`src/rtl/imem_loader_if.sv`:
```
// Byte-stream input and instruction-memory write port of the loader.
// A byte moves when in_valid and in_ready are both 1 on a rising clk edge; a write happens on every cycle wr_en is 1.
`ifndef DataBusBits
`define DataBusBits 32
`endif
`ifndef InstrBusBits
`define InstrBusBits 32
`endif

interface imem_loader_if;
    logic [7:0]                 in_data;
    logic                       in_valid;
    logic                       in_ready;
    logic                       wr_en;
    logic [`DataBusBits-1:0]    wr_addr;
    logic [`InstrBusBits-1:0]   wr_data;

    modport slave (
        input  in_data, in_valid,
        output in_ready, wr_en, wr_addr, wr_data
    );

    modport master (
        output in_data, in_valid,
        input  in_ready, wr_en, wr_addr, wr_data
    );
endinterface

```
`src/rtl/imem_loader.sv`:
```
// Streams bytes into 32-bit little-endian instruction words and writes them to consecutive
// word addresses of a 2^N-word instruction memory, keeping a running checksum.
`ifndef DataBusBits
`define DataBusBits 32
`endif
`ifndef InstrBusBits
`define InstrBusBits 32
`endif

module imem_loader #(
    parameter int N = 14
) (
    input  logic                    clk,
    input  logic                    rst_n,
    input  logic                    start,
    input  logic [`DataBusBits-1:0] base_addr,
    input  logic [N:0]              word_count,
    input  logic                    abort,
    imem_loader_if.slave            bus,
    output logic                    busy,
    output logic                    done,
    output logic                    err,
    output logic [31:0]             checksum,
    output logic [1:0]              dbg_state
);

    typedef enum logic [1:0] {IDLE, RECV, WRITE, DONE} state_t;

    localparam logic [N:0]                  WORD_ONE  = 1;
    localparam logic [`DataBusBits-1:0]     ADDR_MASK = ~`DataBusBits'(3);
    localparam logic [`DataBusBits-1:0]     ADDR_STEP = `DataBusBits'(4);

    state_t                     state;
    state_t                     state_nx;
    logic [1:0]                 byte_idx;
    logic [N:0]                 word_cnt;
    logic [N:0]                 word_total;
    logic [`DataBusBits-1:0]    addr;
    logic [`InstrBusBits-1:0]   data;

    logic accept_start;
    logic accept_byte;
    logic leave_write;
    logic last_word;
    logic at_top;

    assign accept_start = (state == IDLE) && start;
    assign accept_byte  = (state == RECV) && bus.in_valid && !abort;
    assign leave_write  = (state == WRITE) && !abort;
    assign last_word    = (word_cnt + WORD_ONE) == word_total;
    // Word index of the current write is the highest in memory: one more would wrap.
    assign at_top       = &addr[N+1:2];

    always_comb begin
        state_nx = state;
        case (state)
            IDLE: begin
                if (start) begin
                    state_nx = (word_count != '0) ? RECV : DONE;
                end
            end
            RECV: begin
                if (abort) begin
                    state_nx = IDLE;
                end else if (bus.in_valid && (byte_idx == 2'd3)) begin
                    state_nx = WRITE;
                end
            end
            WRITE: begin
                if (abort) begin
                    state_nx = IDLE;
                end else if (last_word || at_top) begin
                    state_nx = DONE;
                end else begin
                    state_nx = RECV;
                end
            end
            DONE:    state_nx = IDLE;
            default: state_nx = IDLE;
        endcase
    end

    always_ff @(posedge clk or negedge rst_n) begin
        if (!rst_n) begin
            state      <= IDLE;
            byte_idx   <= '0;
            word_cnt   <= '0;
            word_total <= '0;
            addr       <= '0;
            data       <= '0;
            checksum   <= '0;
            err        <= 1'b0;
        end else begin
            state <= state_nx;
            if (accept_start) begin
                byte_idx   <= '0;
                word_cnt   <= '0;
                checksum   <= '0;
                err        <= 1'b0;
                word_total <= word_count;
                addr       <= base_addr & ADDR_MASK;
            end
            if (accept_byte) begin
                data[{byte_idx, 3'b000} +: 8] <= bus.in_data;
                byte_idx                      <= byte_idx + 2'd1;
            end
            if (leave_write) begin
                checksum <= checksum + data;
                word_cnt <= word_cnt + WORD_ONE;
                // Out of memory with words still pending: flag it and hold the address.
                if (at_top && !last_word) begin
                    err <= 1'b1;
                end else begin
                    addr <= addr + ADDR_STEP;
                end
            end
        end
    end

    assign bus.in_ready = (state == RECV);
    assign bus.wr_en    = (state == WRITE) && !abort;
    assign bus.wr_addr  = addr;
    assign bus.wr_data  = data;
    assign busy         = (state == RECV) || (state == WRITE);
    assign done         = (state == DONE);
    assign dbg_state    = state;

endmodule

```
`src/flat_wrapper.sv`:
```
// flat-port wrapper written by rule: the top's interface ports become plain ports
module imem_loader_flat 
#(
    parameter int N = 14
)
  (clk, rst_n, start, base_addr, word_count, abort, busy, done, err, checksum, dbg_state, bus_in_data, bus_in_valid, bus_in_ready, bus_wr_en, bus_wr_addr, bus_wr_data);
  imem_loader_if bus_i ();
  input  logic clk;
  input  logic rst_n;
  input  logic start;
  input  logic [`DataBusBits-1:0] base_addr;
  input  logic [N:0] word_count;
  input  logic abort;
  output logic busy;
  output logic done;
  output logic err;
  output logic [31:0] checksum;
  output logic [1:0] dbg_state;
  input wire logic [$bits(bus_i.in_data)-1:0] bus_in_data;
  input wire logic [$bits(bus_i.in_valid)-1:0] bus_in_valid;
  output wire logic [$bits(bus_i.in_ready)-1:0] bus_in_ready;
  output wire logic [$bits(bus_i.wr_en)-1:0] bus_wr_en;
  output wire logic [$bits(bus_i.wr_addr)-1:0] bus_wr_addr;
  output wire logic [$bits(bus_i.wr_data)-1:0] bus_wr_data;
  assign bus_i.in_data = bus_in_data;
  assign bus_i.in_valid = bus_in_valid;
  assign bus_in_ready = bus_i.in_ready;
  assign bus_wr_en = bus_i.wr_en;
  assign bus_wr_addr = bus_i.wr_addr;
  assign bus_wr_data = bus_i.wr_data;
  imem_loader #(.N(N)) u_core (.clk(clk), .rst_n(rst_n), .start(start), .base_addr(base_addr), .word_count(word_count), .abort(abort), .bus(bus_i), .busy(busy), .done(done), .err(err), .checksum(checksum), .dbg_state(dbg_state));
endmodule
```
`config.mk`:
```
export PLATFORM = sky130hd
export DESIGN_NAME = imem_loader_flat
export DESIGN_NICKNAME = d
export VERILOG_FILES = /design/src/rtl/imem_loader_if.sv /design/src/rtl/imem_loader.sv /design/src/flat_wrapper.sv
export SDC_FILE = /design/constraint.sdc
export NUM_CORES = 1
export LEC_CHECK = 0
export ABC_AREA = 1
export BUFFER_PORTS_ARGS = -buffer_cell sky130_fd_sc_hd__clkbuf_2
export CAP_MARGIN = 25
export CORE_AREA = 4 4 136 138
export DETAILED_ROUTE_END_ITERATION = 6
export DIE_AREA = 0 0 140 142
export PLACE_DENSITY = 0.72
export RECOVER_POWER = 50
export SLEW_MARGIN = 40
export SYNTH_ARGS = -nofsm -noshare
export SYNTH_HDL_FRONTEND = slang
export SYNTH_SLANG_ARGS = --single-unit
```
`constraint.sdc`:
```
create_clock -name clk -period 5.3 [get_ports clk]
set_input_delay 0.265 -clock clk [delete_from_list [all_inputs] [get_ports clk]]
set_output_delay 0.265 -clock clk [all_outputs]
set_load 0.005 [all_outputs]
```
== Word level (Yosys, flattened, before mapping) ==
Index checks and enable logic that the tools add are counted.

* Flip-flop bits (word level): 131
* Input port bits: 60
* Output and inout port bits: 103
* Logic and storage cells: 58

* $add $sub $neg: 5
* Equal/unequal tests: 7
* Shifts and indexed selects: 2
* Multiplexer cells: 20
* Reduce and logical (&&, ||, !) cells: 16

{| class="wikitable"
|+ Operators by type and width
! cell !! number
|-
| two-way mux 32 bit || 5
|-
| adder 32 x 3 -> 32 bit (second input constant) || 1
|-
| adder 32 bit || 1
|-
| bitwise mux 32 bit || 1
|-
| variable shift 8 x 7 -> 32 bit (first input constant) || 1
|-
| variable part select 8 x 7 -> 32 bit || 1
|-
| two-way mux 15 bit || 2
|-
| two-way mux 2 bit || 8
|-
| adder 15 x 1 -> 15 bit (second input constant) || 1
|-
| equality test 15 bit || 1
|-
| nonzero test 15 bit || 1
|-
| AND reduction 14 bit || 1
|-
| case mux 2 bit (4 select lines) || 1
|-
| negator 5 -> 7 bit || 1
|-
| equality test 2 bit (second input constant) || 3
|-
| logical AND 1 bit || 6
|-
| nonzero test 2 bit || 2
|-
| two-way mux 1 bit || 3
|-
| != test 3 x 2 -> 1 bit (second input constant) || 1
|-
| adder 2 x 1 -> 2 bit (second input constant) || 1
|-
| equality test 2 x 1 -> 1 bit (second input constant) || 1
|-
| logical NOT 1 bit || 2
|-
| logical NOT 2 bit || 1
|-
| logical OR 1 bit || 2
|-
| other kinds (2) || 2
|}

== Depth between registers and ports, before layout ==
Gate-level depths: netlist (run 1).

* Word-level depth: 6
* Depth in mapped cells: 18
* Mapped depth without buffers: 17

== Worst setup path before layout (run 1) ==
OpenSTA, ideal clock, no wires.

* Kind: register to register
* Start point: register u_core.data[0] (netlist: u_core.bus.wr_data[0])
* End point: register u_core.checksum[20]
* Library setup time: 0.066 ns
* Arrival: 2.089 ns
* Required time: 5.234 ns
* Path slack: 3.146 ns
* Cell stages (with the launch flop): 15
* Path buffers: 0
* Clock period less this slack: 2.154 ns
* Path through: dfrtp_1 > ha_1 > fa_1 > nand2_1 > nand2_1 > o21ai_0 > o21ai_1 > inv_1 > nor2_1 > nor2_1 > o21ai_1 > a21oi_1 > or2_0 > nand3_1 > nand2_1

* Longest elaborated chain between the ends: 2

{| class="wikitable"
|+ Ends and longest elaborated chain
! element !! RTL line !! source
|-
| start: declaration || imem_loader.sv:39 || <nowiki>logic [`InstrBusBits-1:0] data;</nowiki>
|-
| start signal: indexed assignment || imem_loader.sv:104 || <nowiki>data[{byte_idx, 3'b000} +: 8] <= bus.in_data;</nowiki>
|-
| adder 32 bit || imem_loader.sv:108 || <nowiki>checksum <= checksum + data;</nowiki>
|-
| two-way mux 32 bit || imem_loader.sv:107 || <nowiki>if (leave_write) begin</nowiki>
|-
| end signal: assignment || imem_loader.sv:108 ||
|-
| end: declaration || imem_loader.sv:23 || <nowiki>output logic [31:0] checksum,</nowiki>
|}

Every way passes these cells.
A chain may end at the register's enable or synchronous reset.

== Worst setup path after layout (run 1) ==
* Start point: register u_core.state[1] (netlist: u_core.dbg_state[1])
* End point: register u_core.data[11] (netlist: u_core.bus.wr_data[11])

* Longest elaborated chain between the ends: 3

{| class="wikitable"
|+ Ends and longest elaborated chain
! element !! RTL line !! source
|-
| start: declaration || imem_loader.sv:33 || <nowiki>state_t state;</nowiki>
|-
| start signal: assignment || imem_loader.sv:94 || <nowiki>state <= state_nx;</nowiki>
|-
| equality test 2 x 1 -> 1 bit || imem_loader.sv:48 || <nowiki>assign accept_byte = (state == RECV) && bus.in_valid && !abort;</nowiki>
|-
| logical AND 1 bit (2 in series) || imem_loader.sv:48 ||
|}

Every way passes these cells.

==> flow_results.org, run 1 <==
** Worst setup path
- Length in cells of the worst reg-to-reg path :: 8
- Maximum fanout encountered on the critical timing path :: 32
- Worst Setup End Kind :: flip-flop
- In this run the register-to-register setup slack is 2.22 ns.
- STA puts the critical path data required time at 5.60 ns.
- The cell that appears most often on the critical path is nor2_1.
- Type of origin of the critical path :: flip-flop
- Startpoint of the most critical register-to-register path :: u_core.dbg_state[1]
- CP max stage delay :: 0.82 ns
- Traced cell by cell, the critical path runs through inv_1, ha_1, nand2_1, nor2_1, clkinv_1, nor2_1, o21ai_0, o21a_1.
- Critical path class :: reg2reg
- Worst EP arrival :: 3.38 ns
- In this run the critical register-to-register path is captured at u_core.bus.wr_data[11].
- For this design, the slowest cell found on the critical path is nor2_1.

** Floorplanning
- Number of standard-cell rows in the floorplan :: 48
- The floorplan step defined a die boundary enclosing 19900 um2.
- Io pins :: 163
- Initial Util :: 0.497
- The floorplan step defined a core boundary enclosing 17200 um2.
- The die is 140 um wide.
- Floorplan die height :: 142 um

** Logic synthesis
- The number of nets handed over by synthesis was 1233.
- Number of flops mapped to enable cells by yosys :: 0
- Summing every instance area after synthesis gives 8540 um2.
- Biggest area consumer among synthesized cells :: dfrtp_1
- Primary flip-flop cell chosen by synthesis mapping :: dfrtp_1
- After synthesis the netlist holds a flip-flop and latch count of 131.
- Sorting the synthesized cells by area gives the leading types as dfrtp_1 (38%), nand2_1 (14%), ha_1 (6.4%).
- Synthesis produced a netlist whose cell count is 1128.
- During synthesis, Yosys emitted a total of 0 warnings.
- Avg Inst Size Synth :: 7.57 um2
- Post-synthesis sequential area ratio :: 0.384
- Of the post-synthesis cell area, the dominant cell type holds 0.384.
- Ys async rst share :: 1.00
- Count of different cell masters after synthesis :: 47

** STA
- Clock period minus final worst setup slack :: 3.08 ns
- The final hold violation count was 0.
- Setup repair after global routing left no endpoint under its margin.
- For the final routed database, the setup TNS stands at 0 ns.
- On the final layout, the worst hold slack is 0.0692 ns.
- For the pin with the worst max-slew slack, the measured transition is 0.815 ns.
- Fraction of the cycle the final worst path needs :: 0.581
- Total count of max-transition violations in the final report :: 0
- Setup violations remaining at the end of the flow were counted as 0.
- The worst path meets setup with 2.22 ns of slack.
- Worst clock skew :: 0.00880 ns
- Max_slew headroom :: 0.452
- Based on the critical path, the design can be clocked at up to 325 MHz.

** Routing
- 1st-iter DRT viols :: 597
- Drt wl/cell :: 16.0 um
- The routed layout has 8316 vias.
- Number of search-and-repair iterations in the first detailed-routing pass :: 5
- Antenna Nets Post-Route :: 0
- After detailed routing, the number of vias per cell comes to 5.47.
- After detailed routing, the number of remaining DRC violations is 0.
- The final layout contains routed wiring with a total length of 24400 um.

** Finish
- Ratio of cells with drive above 1 in the final layout :: 0.149
- Leaving out filler cells and counting taps, the final layout contains 1520.
- Ant diodes :: 0
- After filler insertion, the fill cell instance count of the layout stands at 1682.
- Compared with the post-synthesis result, the final layout area differs by 17.3%.
- After the last flow step, the layout net total stands at 1387.

** Global routing
- GR met1 Demand/Resource :: 0.358
- Maximum number of pins on one net before global-route repair :: 71
- For met2 alone, demand over resource in global routing was 0.373.
- In the global route stage, overall resource usage came out at 0.244.
- Leftover overflow at the end of global routing :: 0
- The global routing stage identified its most utilized layer as met2.
- Antenna violations before repair :: 0
- The number of global-route vias before repair was 7734.
- For met3 alone, demand over resource in global routing was 0.0420.
- First-pass GRT wire length :: 39500 um

** Clocking
- No sink is reached through more buffers than the 2 on the longest clock path.
- Num CTS Buffers :: 17
- CTS-repair resized insts :: 0
- Post-CTS Hold Buffers :: 1
- Clk Latency, worst-skew pair :: 0.42 ns
- Reg clk slew, reported paths :: 0.05 ns
- For this design, the sink count on the clock tree is 131.
- Post-CTS Setup Bufs :: 0
- In this run the clock root is driven by a clkbuf_16.
- H-tree level count :: 4
- TritonCTS built the clock tree.

** Place
- Setup WS pre-CTS :: 2.33 ns
- Once detailed placement completed, the half-perimeter wirelength came to 18100 um.
- Placed cell count :: 1487
- The count of buffers added on input and output ports is 160.
- Routability cong. :: 0.921

** Power and ir drop
- Cell leakage power :: 0.00492 uW
- Peak supply drop :: 0.313 mV
- Power Dens Cells :: 476 nW/um2
- Post-layout power :: 4770 uW

** Run
- Max-cap violations in this run came to 0.

** Hold path
- Worst hold endpoint :: u_core.word_total[14]
- The worst hold path passes through 3 cells.
- In this run the worst hold path is classified as in2reg.
- The worst hold path begins at word_count[14].

** Status
- Run status :: complete, no violations
[synthesized netlist by cell type (all sizes together) (8+ instances only)]
master and number:
or2 18, nand3b 8, a21oi 48, nand2 320, o22ai 9, o21ai 123, nor2 95, inv 89
clkbuf 24, nand3 70, nor3 12, nand4 18, xnor2 15, o211ai 12, nor4 11, a31oi 10
dfrtp 131, ha 44, xor2 25
[power by group]
| group | internal (uW) | switching [uW] | leakage [uW] |
|---|---|---|---|
| combinational | 740 | 1170 | 0.00294 |
| sequential | 1310 | 384 | 0.00171 |
| clock | 715 | 442 | 0.000277 |
[layer usage]
layer	share of wire	vias up	wire, um
li1	-	4108	-
met1	0.48	3958	11700
met2	0.45	220	10900
met3	0.052	30	1280
met4	0.017	0	409
met5	0	-	0
[area by class of cell]
cell class	count	area (um2)	share of cell area
flip-flops and latches	131	3280	0.327
clock buffers	23	468	0.0467
clock inverters	9	104	0.0104
well taps	225	282	0.0281
multi-input cells	876	4760	0.475
repair buffers	166	787	0.0785
inverters	90	339	0.0338
[worst max-delay path: cells and delay by family (launching register included)]
family	cells	cell delay [ns]
AO/OA/AOI/OAI	2	0.36
adder cells (fa/ha/maj)	1	0.21
buffers and inverters	2	0.80
flip-flops	1	0.43
AND/OR/NAND/NOR	3	1.16
[metrics by stage]
step / utilization / instance area, um2
3_5_place_dp: 0.553 / 9510
5_1_grt: 0.583 / 10000
6_report: 0.583 / 10000
2_1_floorplan: - / 8540
3_3_place_gp: 0.553 / 9510
4_1_cts: 0.587 / 10100
[registers in the layout, indices dropped and copies added (netlist names)]
signal and flops:
u_core.bus.wr_addr 32, u_core.bus.wr_data 32, u_core.checksum 32, u_core.word_cnt 15
u_core.word_total 15, u_core.byte_idx 2, u_core.dbg_state 2, u_core.err 1
[worst max-delay path by stage]
stage	startpoint	to	slack, ns	depth (start not counted)
floorplan	u_core.bus.wr_data[0]	u_core.checksum[20]	3.15	14
CTS	u_core.dbg_state[0]	u_core.word_cnt[5]	2.30	8
detailed placement	u_core.dbg_state[0]	u_core.word_cnt[9]	2.33	8
global placement	u_core.dbg_state[0]	u_core.word_cnt[14]	2.05	8
global route	u_core.dbg_state[1]	u_core.bus.wr_data[14]	1.87	8
finish	u_core.dbg_state[1]	u_core.bus.wr_data[11]	2.22	8
[cell families after synthesis]
kind of cell / share of synthesized area
muxes: 0.00132
AOI/OAI and AO/OA: 0.162
xor gates and xnor gates: 0.0410
and+or+nand+nor: 0.286
DFF: 0.384
adders and majority gates: 0.0668
buffers and inverters: 0.0590
[cell usage in the layout, fill, tap and decap left out, drive strengths merged, types with 18 or more instances in the layout]
master  instances
nor2           95
o21ai         123
clkbuf        182
a21oi          48
dfrtp         131
inv            89
or2            18
nand4          18
nand3          70
xor2           25
ha             44
nand2         320
Note: power is estimated with default switching activity, not from simulation.
==> run 2, diff against run 1 <==
- PLACE_DENSITY: 0.72 -> 0.75
- clock period: 5.3 -> 2.59 ns (I/O delays scaled with it)
==> run 2 against run 1 <==
  * Sequential cell count stayed put
  * Via count is 3.3% higher
  * Highest routed layer unchanged
  * Hold slack worse by 0.062 ns
  * Register-to-register slack worse by 2.0 ns
  * Setup slack worse by 2.0 ns
  * Global-route usage is 1.1 points higher
  * Maximum frequency is 29% higher
  * Sequential power is 100% higher
  * Largest power group unchanged
  * The run now ends with max-capacitance violations, max-slew violations left
  * Non-clock buffer count is 52 higher
  * Routed wire length is 4.2% higher
  * Die area stayed put
==> flow_results.org, run 2 (same netlist as run 1, synthesis figures left out) <==
** Worst setup path
- STA classifies the critical path endpoint as a flip-flop.
- CP max-delay cell :: dfrtp_1
- Sum of buffers and inverters on the critical path :: 0 (-2)
- The startpoint identified for the worst register-to-register timing path is u_core.checksum[0].
- The cell family contributing the most delay on the critical path is simple AND/OR/NAND/NOR gates.
- Critical Path, Cell by Cell :: ha_1, fa_1, nand2_1, nand2_1, o21ai_2, o21ai_1, nand2_1, o211ai_1, nand2_1, nand2_2, a21oi_1, or2_2, nand3_1, nand2_1
- The worst reg2reg path depth was 14 (+6).
- Maximum fanout encountered on the critical timing path :: 5 (-84%)
- The data arrival time of the critical path is 2.75 ns (-0.63 ns).
- Worst endpoint required time :: 2.95 ns (-2.65 ns)
- By startpoint and endpoint, the worst setup path is classified as reg2reg.
- The worst setup path is launched from a flip-flop.
- The endpoint identified for the worst register-to-register timing path is u_core.checksum[22].
- Most common cell type on the critical path :: nand2_1
- The slack of the worst reg-to-reg path was 0.20 ns (-2.02 ns).
- CP max stage delay :: 0.40 ns (-0.42 ns)

** Power and ir drop
- Cell leakage power :: 0.00525 uW (+6.7%)
- The power density relative to cell area came to 941 nW/um2 (+98%).
- Peak supply drop :: 0.632 mV (+100%)

** Routing
- The detailed-route via count was 8589 (+3.3%).
- The count of antenna-violating nets left after detailed routing is 0 (unchanged).
- Via/cell ratio :: 5.47 (about the same)
- The detailed-route wire length per cell came to 16.2 um (+0.80%).
- DRC violation count after routing :: 0 (unchanged)
- The total iterations of the first detailed-routing run is 5 (unchanged).
- Routed Wire Length :: 25400 um (+4.2%)
- 1st-iter DRT viols :: 720 (+21%)

** Floorplanning
- Chip width :: 140 um (unchanged)
- Floorplan die height :: 142 um (unchanged)
- Number of standard-cell rows in the floorplan :: 48 (unchanged)
- Initial Util :: 0.497 (unchanged)
- The number of I/O pins came to 163 (unchanged).
- Die area :: 19900 um2 (unchanged)
- Standard cell core area :: 17200 um2 (unchanged)

** Place
- The count of input and output buffers was 160 (unchanged).
- The cell area after placement came to 9630 um2 (+1.4%).
- Routability cong. :: 0.933 (+1.3%)
- The HPWL reported at the end of detailed placement came to 18500 um (+2.5%).

** Hold path
- The count of cells along the worst hold path is 3 (unchanged).
- Worst hold-check path type :: in2reg
- The worst hold path terminates at u_core.bus.wr_addr[12].
- Origin of the worst min-delay path :: base_addr[12]

** Clocking
- The H-tree depth reported by CTS came to 4 (unchanged).
- Count of clock tree sinks :: 131 (unchanged)
- The total clock buffers created by CTS came to 17 (unchanged).
- The clock transition at the registers of the reported paths is 0.06 ns (about the same).
- The tree is rooted in a clkbuf_16.
- TritonCTS built the clock tree.
- The clock insertion delay at the later pin of the skew report is 0.43 ns (about the same).
- The buffer depth of the longest clock path was 2 (unchanged).

** Global routing
- The number of global-route vias before repair came to 8221 (+6.3%).
- Maximum number of pins on one net before global-route repair :: 95 (+34%)
- The first-pass GRT wire length came to 41400 um (+4.8%).
- Antenna violations before repair :: 0 (unchanged)
- The total global routing overflow was 0 (unchanged).
- Global Route Usage Sum :: 0.255 (+0.0113)

** Finish
- The post-layout net count was 1439 (+3.7%).
- Design Area, Final :: 10600 um2 (+5.6%)
- The layout cell share with drive strength beyond 1 was 0.179 (+0.0295).
- The sequential cell area is 3280 um2 (unchanged).
- Most frequent cells in the layout :: nand2_1 (311), dfrtp_1 (131), clkbuf_2 (130), o21ai_0 (99), inv_1 (87)
- Commonest non-fill, non-tap cell in the layout :: nand2_1
- Area growth syn-to-layout :: 23.9%
- Number of fill cells in the layout :: 1580 (-6.1%)
- Area used by multi-input combinational logic :: 4810 um2 (+1.0%)

** STA
- Fraction of the cycle the final worst path needs :: 0.921 (+0.340)
- Max_slew headroom :: -0.333 (-0.785)
- The total count of max-transition violations in the final report is 39 (+39).
- Slew at the pin closest to its max-slew limit :: 2.00 ns (+1.18 ns)
- Setup repair after global routing left no endpoint under its margin.
- Clock period minus final worst setup slack :: 2.39 ns (-0.693 ns)
- The clock skew came to 0.00944 ns (+0.000642 ns).
- Final setup violation count :: 0 (unchanged)
- The setup TNS came to 0 ns (unchanged).
- Hold violation count in the final report :: 0 (unchanged)
- FMAX :: 419 MHz (+29%)

** Run
- Max Cap Viol :: 1 (+1)

** Status
- The flow ran to the end, but the final reports show violations.
- Violated checks :: max-capacitance violations, max-slew violations
==> run 2: cell count changes in the layout (fill, tap and decap cells not counted), moves of 3 or more <==
cell	before	now
clkbuf_2	102	130
clkbuf_1	61	33
nor2_4	4	7
dlygate4sd3_1	1	35
buf_4	4	18
==> run 2: layout make-up <==
class,count,share of cell area
clock inverter,5,0.00497
antenna,2,0.000473
sequential,131,0.310
tap,225,0.0266
multi-input combinational,876,0.455
inverter,90,0.0322
timing repair buffer,218,0.125
clock buffer,24,0.0465
==> run 2: repair_timing <==
item / 4_1_cts / 5_1_grt
endpoints found under the hold margin: 124 / 0
hold buffers: 35 / 0
setup endpoints to repair: 0 / 41
resized for setup: 0 / 14
buffers inserted: 0 / 2
==> run 2: through the flow <==
stage	util	power, uW	hold WS, ns	cells	worst slack [ns]
3_3_place_gp	0.561	7480	0.275	1502	0.109
5_1_grt	0.616	10700	0.0245	1569	0.0121
2_1_floorplan	-	6040	-0.166	1128	0.436
4_1_cts	0.613	9950	0.00603	1566	0.0523
6_report	0.616	9950	0.00707	1571	0.204
3_5_place_dp	0.561	7600	0.217	1502	0.0741
==> run 2: metal layers <==
metal  GRT usage  up-vias  part of all wire
li1            -     4204                 -
met1       0.355     4040              0.45
met2       0.415      306              0.47
met3      0.0410       39             0.065
met4      0.0750        0             0.017
met5           0        -                 0
==> run 2: worst max-delay path by stage <==
stage | start | to | slack [ns] | depth (start not counted)
final | u_core.checksum[0] | u_core.checksum[22] | 0.20 | 14
after global routing | u_core.checksum[0] | u_core.checksum[18] | 0.01 | 15
after CTS | u_core.bus.wr_data[0] | u_core.checksum[20] | 0.05 | 14
after detailed placement | u_core.bus.wr_data[0] | u_core.checksum[22] | 0.07 | 14
after global placement | u_core.bus.wr_data[2] | u_core.checksum[27] | 0.11 | 12
after floorplan | u_core.bus.wr_data[0] | u_core.checksum[20] | 0.44 | 14
==> run 2: worst reg2reg max path, cell delays in order, from the launching register on <==
cell      delay (ns)
dfrtp_1         0.40
ha_1            0.22
fa_1            0.39
nand2_1         0.09
nand2_1         0.07
o21ai_2         0.08
o21ai_1         0.12
nand2_1         0.07
o211ai_1        0.15
nand2_1         0.12
nand2_2         0.10
a21oi_1         0.23
or2_2           0.15
nand3_1         0.05
nand2_1         0.08
==> run 2: power by group <==
group          internal, uW  switching, uW  total [uW]
Sequential             2690            769        3460
Clock                  1400            886        2290
Combinational          1690           2510        4200
==> run 3, diff against run 2 <==
- PLACE_DENSITY: 0.75 -> 0.72
- clock period: 2.59 -> 2.3 ns (I/O delays scaled with it)
==> run 3 against run 2 <==
  * The flow still finishes with violations (max-capacitance violations, max-slew violations)
  * Sequential power up 12%
  * Cell count up 3.8%
  * Hold slack worse by 0.0045 ns
  * Maximum frequency up 7.7%
  * Design area up 7.3%
  * Via count up 4.6%
  * First-iteration DRC count down 5.3%
==> flow_results.org, run 3 (same netlist as run 1, synthesis figures left out) <==
** STA
- The remaining max-slew budget at the tightest pin is -0.0297 (+0.303).
- Total count of max-transition violations in the final report :: 58 (+49%)
- Slew at the pin closest to its max-slew limit :: 1.54 ns (-0.452 ns)
- Fraction of the cycle the final worst path needs :: 0.963 (+0.0422)
- The worst-case setup margin in the final layout was 0.0844 ns (-0.120 ns).
- FMAX :: 451 MHz (+7.7%)
- Final setup violation count :: 0 (unchanged)
- The final hold violation count is 0 (unchanged).
- Worst clock skew :: 0.00953 ns (+0.0000939 ns)
- Clock period minus final worst setup slack :: 2.22 ns (-0.170 ns)
- RSZ-0062 raised after global routing :: true
- Final hold slack :: 0.00254 ns (-0.00453 ns)

** Finish
- Area growth syn-to-layout :: 33.0%
- Number of fill cells in the layout :: 1487 (-5.9%)
- The post-layout net count came to 1499 (+4.2%).
- Fin cells :: 1631 (+3.8%)
- The library cell used most frequently in the layout, excluding fill and tap cells, is nand2_1.
- Most frequent cells in the layout :: nand2_1 (304), clkbuf_2 (141), dfrtp_1 (128), o21ai_0 (94), inv_1 (85)
- The layout cell share with drive strength beyond 1 is 0.253 (+0.0741).

** Worst setup path
- The maximum fanout along the worst path was 8 (+3).
- Worst r2r dst :: u_core.bus.wr_addr[2]
- Startpoint of the most critical register-to-register path :: u_core.word_cnt[1]
- The slack of the worst reg-to-reg path is 0.08 ns (-0.12 ns).
- The critical path required time is 2.61 ns (-0.34 ns).
- Critical Path, Cell by Cell :: buf_6, nand2_1, nor2_4, nand4_1, nand2_1, nand2_1, nand2_1, nand2_2, nor2_2, nand3_2, nand2_4, nand2_8, buf_12, o211ai_1, o21ai_1
- Cell family with most CP delay :: simple AND/OR/NAND/NOR gates
- Sum of buffers and inverters on the critical path :: 2 (+2)
- Critical Path Source :: u_core.word_cnt[1]
- The critical path in this run is classified as reg2reg.
- Worst EP arrival :: 2.52 ns (-0.23 ns)
- The worst reg2reg path depth was 15 (+1).
- CP max stage delay :: 0.40 ns (about the same)
- Type of origin of the critical path :: flip-flop
- STA classifies the critical path endpoint as a flip-flop.
- The slowest stage of the critical path belongs to the cell dfrtp_1.
- The most numerous cell type found on the critical path is nand2_1.

** Global routing
- Via count of the first global-routing pass :: 8451 (+2.8%)
- First-pass GRT wire length :: 42700 um (+3.2%)
- The met2 usage in global routing was 0.432 (+0.0172).
- The layer flagged by global routing as most heavily used is met2.
- GR met1 Demand/Resource :: 0.361 (+0.00588)
- The initial antenna violation count is 1 (+1).
- Global Route Usage Sum :: 0.267 (+0.0116)
- The global-route track usage on met3 came to 0.0571 (+0.0161).
- Maximum number of pins on one net before global-route repair :: 59 (-38%)
- The total global routing overflow is 0 (unchanged).

** Place
- The worst setup slack before clock tree synthesis is -0.177 ns (-0.251 ns).
- The HPWL reported at the end of detailed placement was 19500 um (+5.1%).
- Routability cong. :: 0.927 (-0.63%)
- The count of input and output buffers came to 160 (unchanged).
- The number of placed instances, taps included came to 1539 (+2.5%).

** Power and ir drop
- The power dissipated by switching net loads was 5010 uW (+20%).
- The maximum VDD drop came to 0.655 mV (+3.6%).
- The power density relative to cell area came to 1050 nW/um2 (+12%).
- The cell-internal power is 6940 uW (+20%).
- Share of total power in the clock network :: 0.221 (-0.009)
- The combinational cell fraction of total power is 0.456 (+0.034).
- The switching part of the total power came to 0.419 (about the same).
- The reported leakage power came to 0.00563 uW (+7.1%).
- Sequential fraction of design power :: 0.323 (-0.025)

** Status
- Run status :: finished, violations left
- The checks that failed: max-capacitance violations, max-slew violations.

** Clocking
- Max clock buf depth :: 2 (unchanged)
- The total clock buffers created by CTS came to 17 (unchanged).
- TritonCTS clock tree :: done
- Count of clock tree sinks :: 131 (unchanged)
- The tree is rooted in a clkbuf_16.
- The H-tree depth reported by CTS was 4 (unchanged).
- Clk Latency, worst-skew pair :: 0.43 ns (about the same)
- Reg clk slew, reported paths :: 0.06 ns (about the same)

** Routing
- 1st-iter DRT viols :: 682 (-5.3%)
- Routed vias :: 8981 (+4.6%)
- Routed Wire Length :: 27600 um (+8.7%)
- DRC violation count after routing :: 0 (unchanged)
- Via/cell ratio :: 5.51 (+0.72%)
- Number of search-and-repair iterations in the first detailed-routing pass :: 7 (+2)
- The detailed-route wire length per cell is 16.9 um (+4.7%).
- Antenna Nets Post-Route :: 0 (unchanged)

** Floorplanning
- Chip width :: 140 um (unchanged)
- The die outline area was 19900 um2 (unchanged).
- The initial core utilization is 0.497 (unchanged).
- Io pins :: 163 (unchanged)
- The floorplan row count came to 48 (unchanged).
- The core outline area was 17200 um2 (unchanged).
- Floorplan die height :: 142 um (unchanged)

** Hold path
- The count of cells along the worst hold path was 3 (unchanged).
- Worst hold endpoint :: u_core.bus.wr_addr[25]
- The worst hold path begins at base_addr[25].
- The min-delay analysis places its worst path in the category in2reg.

** Run
- The total of max-cap violations is 1 (unchanged).
## run 3: changes by cell type in the layout (fill, tap and decap cells not counted), sizes merged
cell	change
inv	-1
diode	-1
clkinv	+2
dlygate4sd3	+4
buf	+54
clkbuf	+2
dlymetal6s2s	-1
clkinvlp	+1
## run 3: worst register-to-register path, stage by stage (launching register included)
cell and delay [ns]:
dfrtp_1 0.40, buf_6 0.13, nand2_1 0.09, nor2_4 0.24, nand4_1 0.16, nand2_1 0.11
nand2_1 0.06, nand2_1 0.07, nand2_2 0.05, nor2_2 0.09, nand3_2 0.12, nand2_4 0.12
nand2_8 0.10, buf_12 0.17, o211ai_1 0.08, o21ai_1 0.09
## run 3: final cells by class
type / count / area [um2] / share of cell area
well taps: 225 / 282 / 0.0248
inverters: 90 / 343 / 0.0302
clock inverters: 7 / 76.3 / 0.00672
multi-input cells: 876 / 5030 / 0.443
repair buffers: 278 / 1850 / 0.163
clock buffers: 23 / 488 / 0.0430
diodes: 1 / 2.50 / 0.000220
flip-flops and latches: 131 / 3280 / 0.289
## run 3: how the worst max path moves through the flow
| stage | end | depth (start not counted) |
|---|---|---|
| finish | u_core.bus.wr_addr[2] | 15 |
| global route | u_core.bus.wr_addr[2] | 15 |
| CTS | u_core.checksum[27] | 13 |
| detailed placement | u_core.checksum[20] | 14 |
| global placement | u_core.checksum[20] | 14 |
| floorplan | u_core.checksum[20] | 14 |
## run 3: repair_timing
action / 4_1_cts / 5_1_grt
gates resized for setup: 10 / 69
hold endpoints to repair: 94 / 0
hold buffers: 39 / 0
cloned: 0 / 2
buffers inserted: 2 / 18
setup endpoints to repair: 24 / 52
pin swaps: 4 / 25
## run 3: per-layer routing
| layer | share of wire | vias up |
|---|---|---|
| met5 | 0 | - |
| met4 | 0.022 | 0 |
| met3 | 0.072 | 56 |
| met2 | 0.47 | 327 |
| met1 | 0.43 | 4246 |
| li1 | - | 4352 |
## run 3: metrics by stage
step	utilization	total power (uW)	setup TNS, ns	area [um2]
after floorplan	-	6810	0	8540
after CTS	0.637	11600	0	10900
after global routing	0.661	12800	-1.16	11400
final	0.661	12000	0	11400
after detailed placement	0.579	8870	-1.13	9950
after global placement	0.579	8750	-0.293	9950
## run 3: power groups by stage
stage	Clock (uW)	Sequential, uW	Combinational [uW]
2_1_floorplan	0	3730	3080
3_3_place_gp	0	3820	4930
3_5_place_dp	0	3840	5040
4_1_cts	2660	3810	5130
5_1_grt	2770	3940	6060
6_report	2640	3860	5460
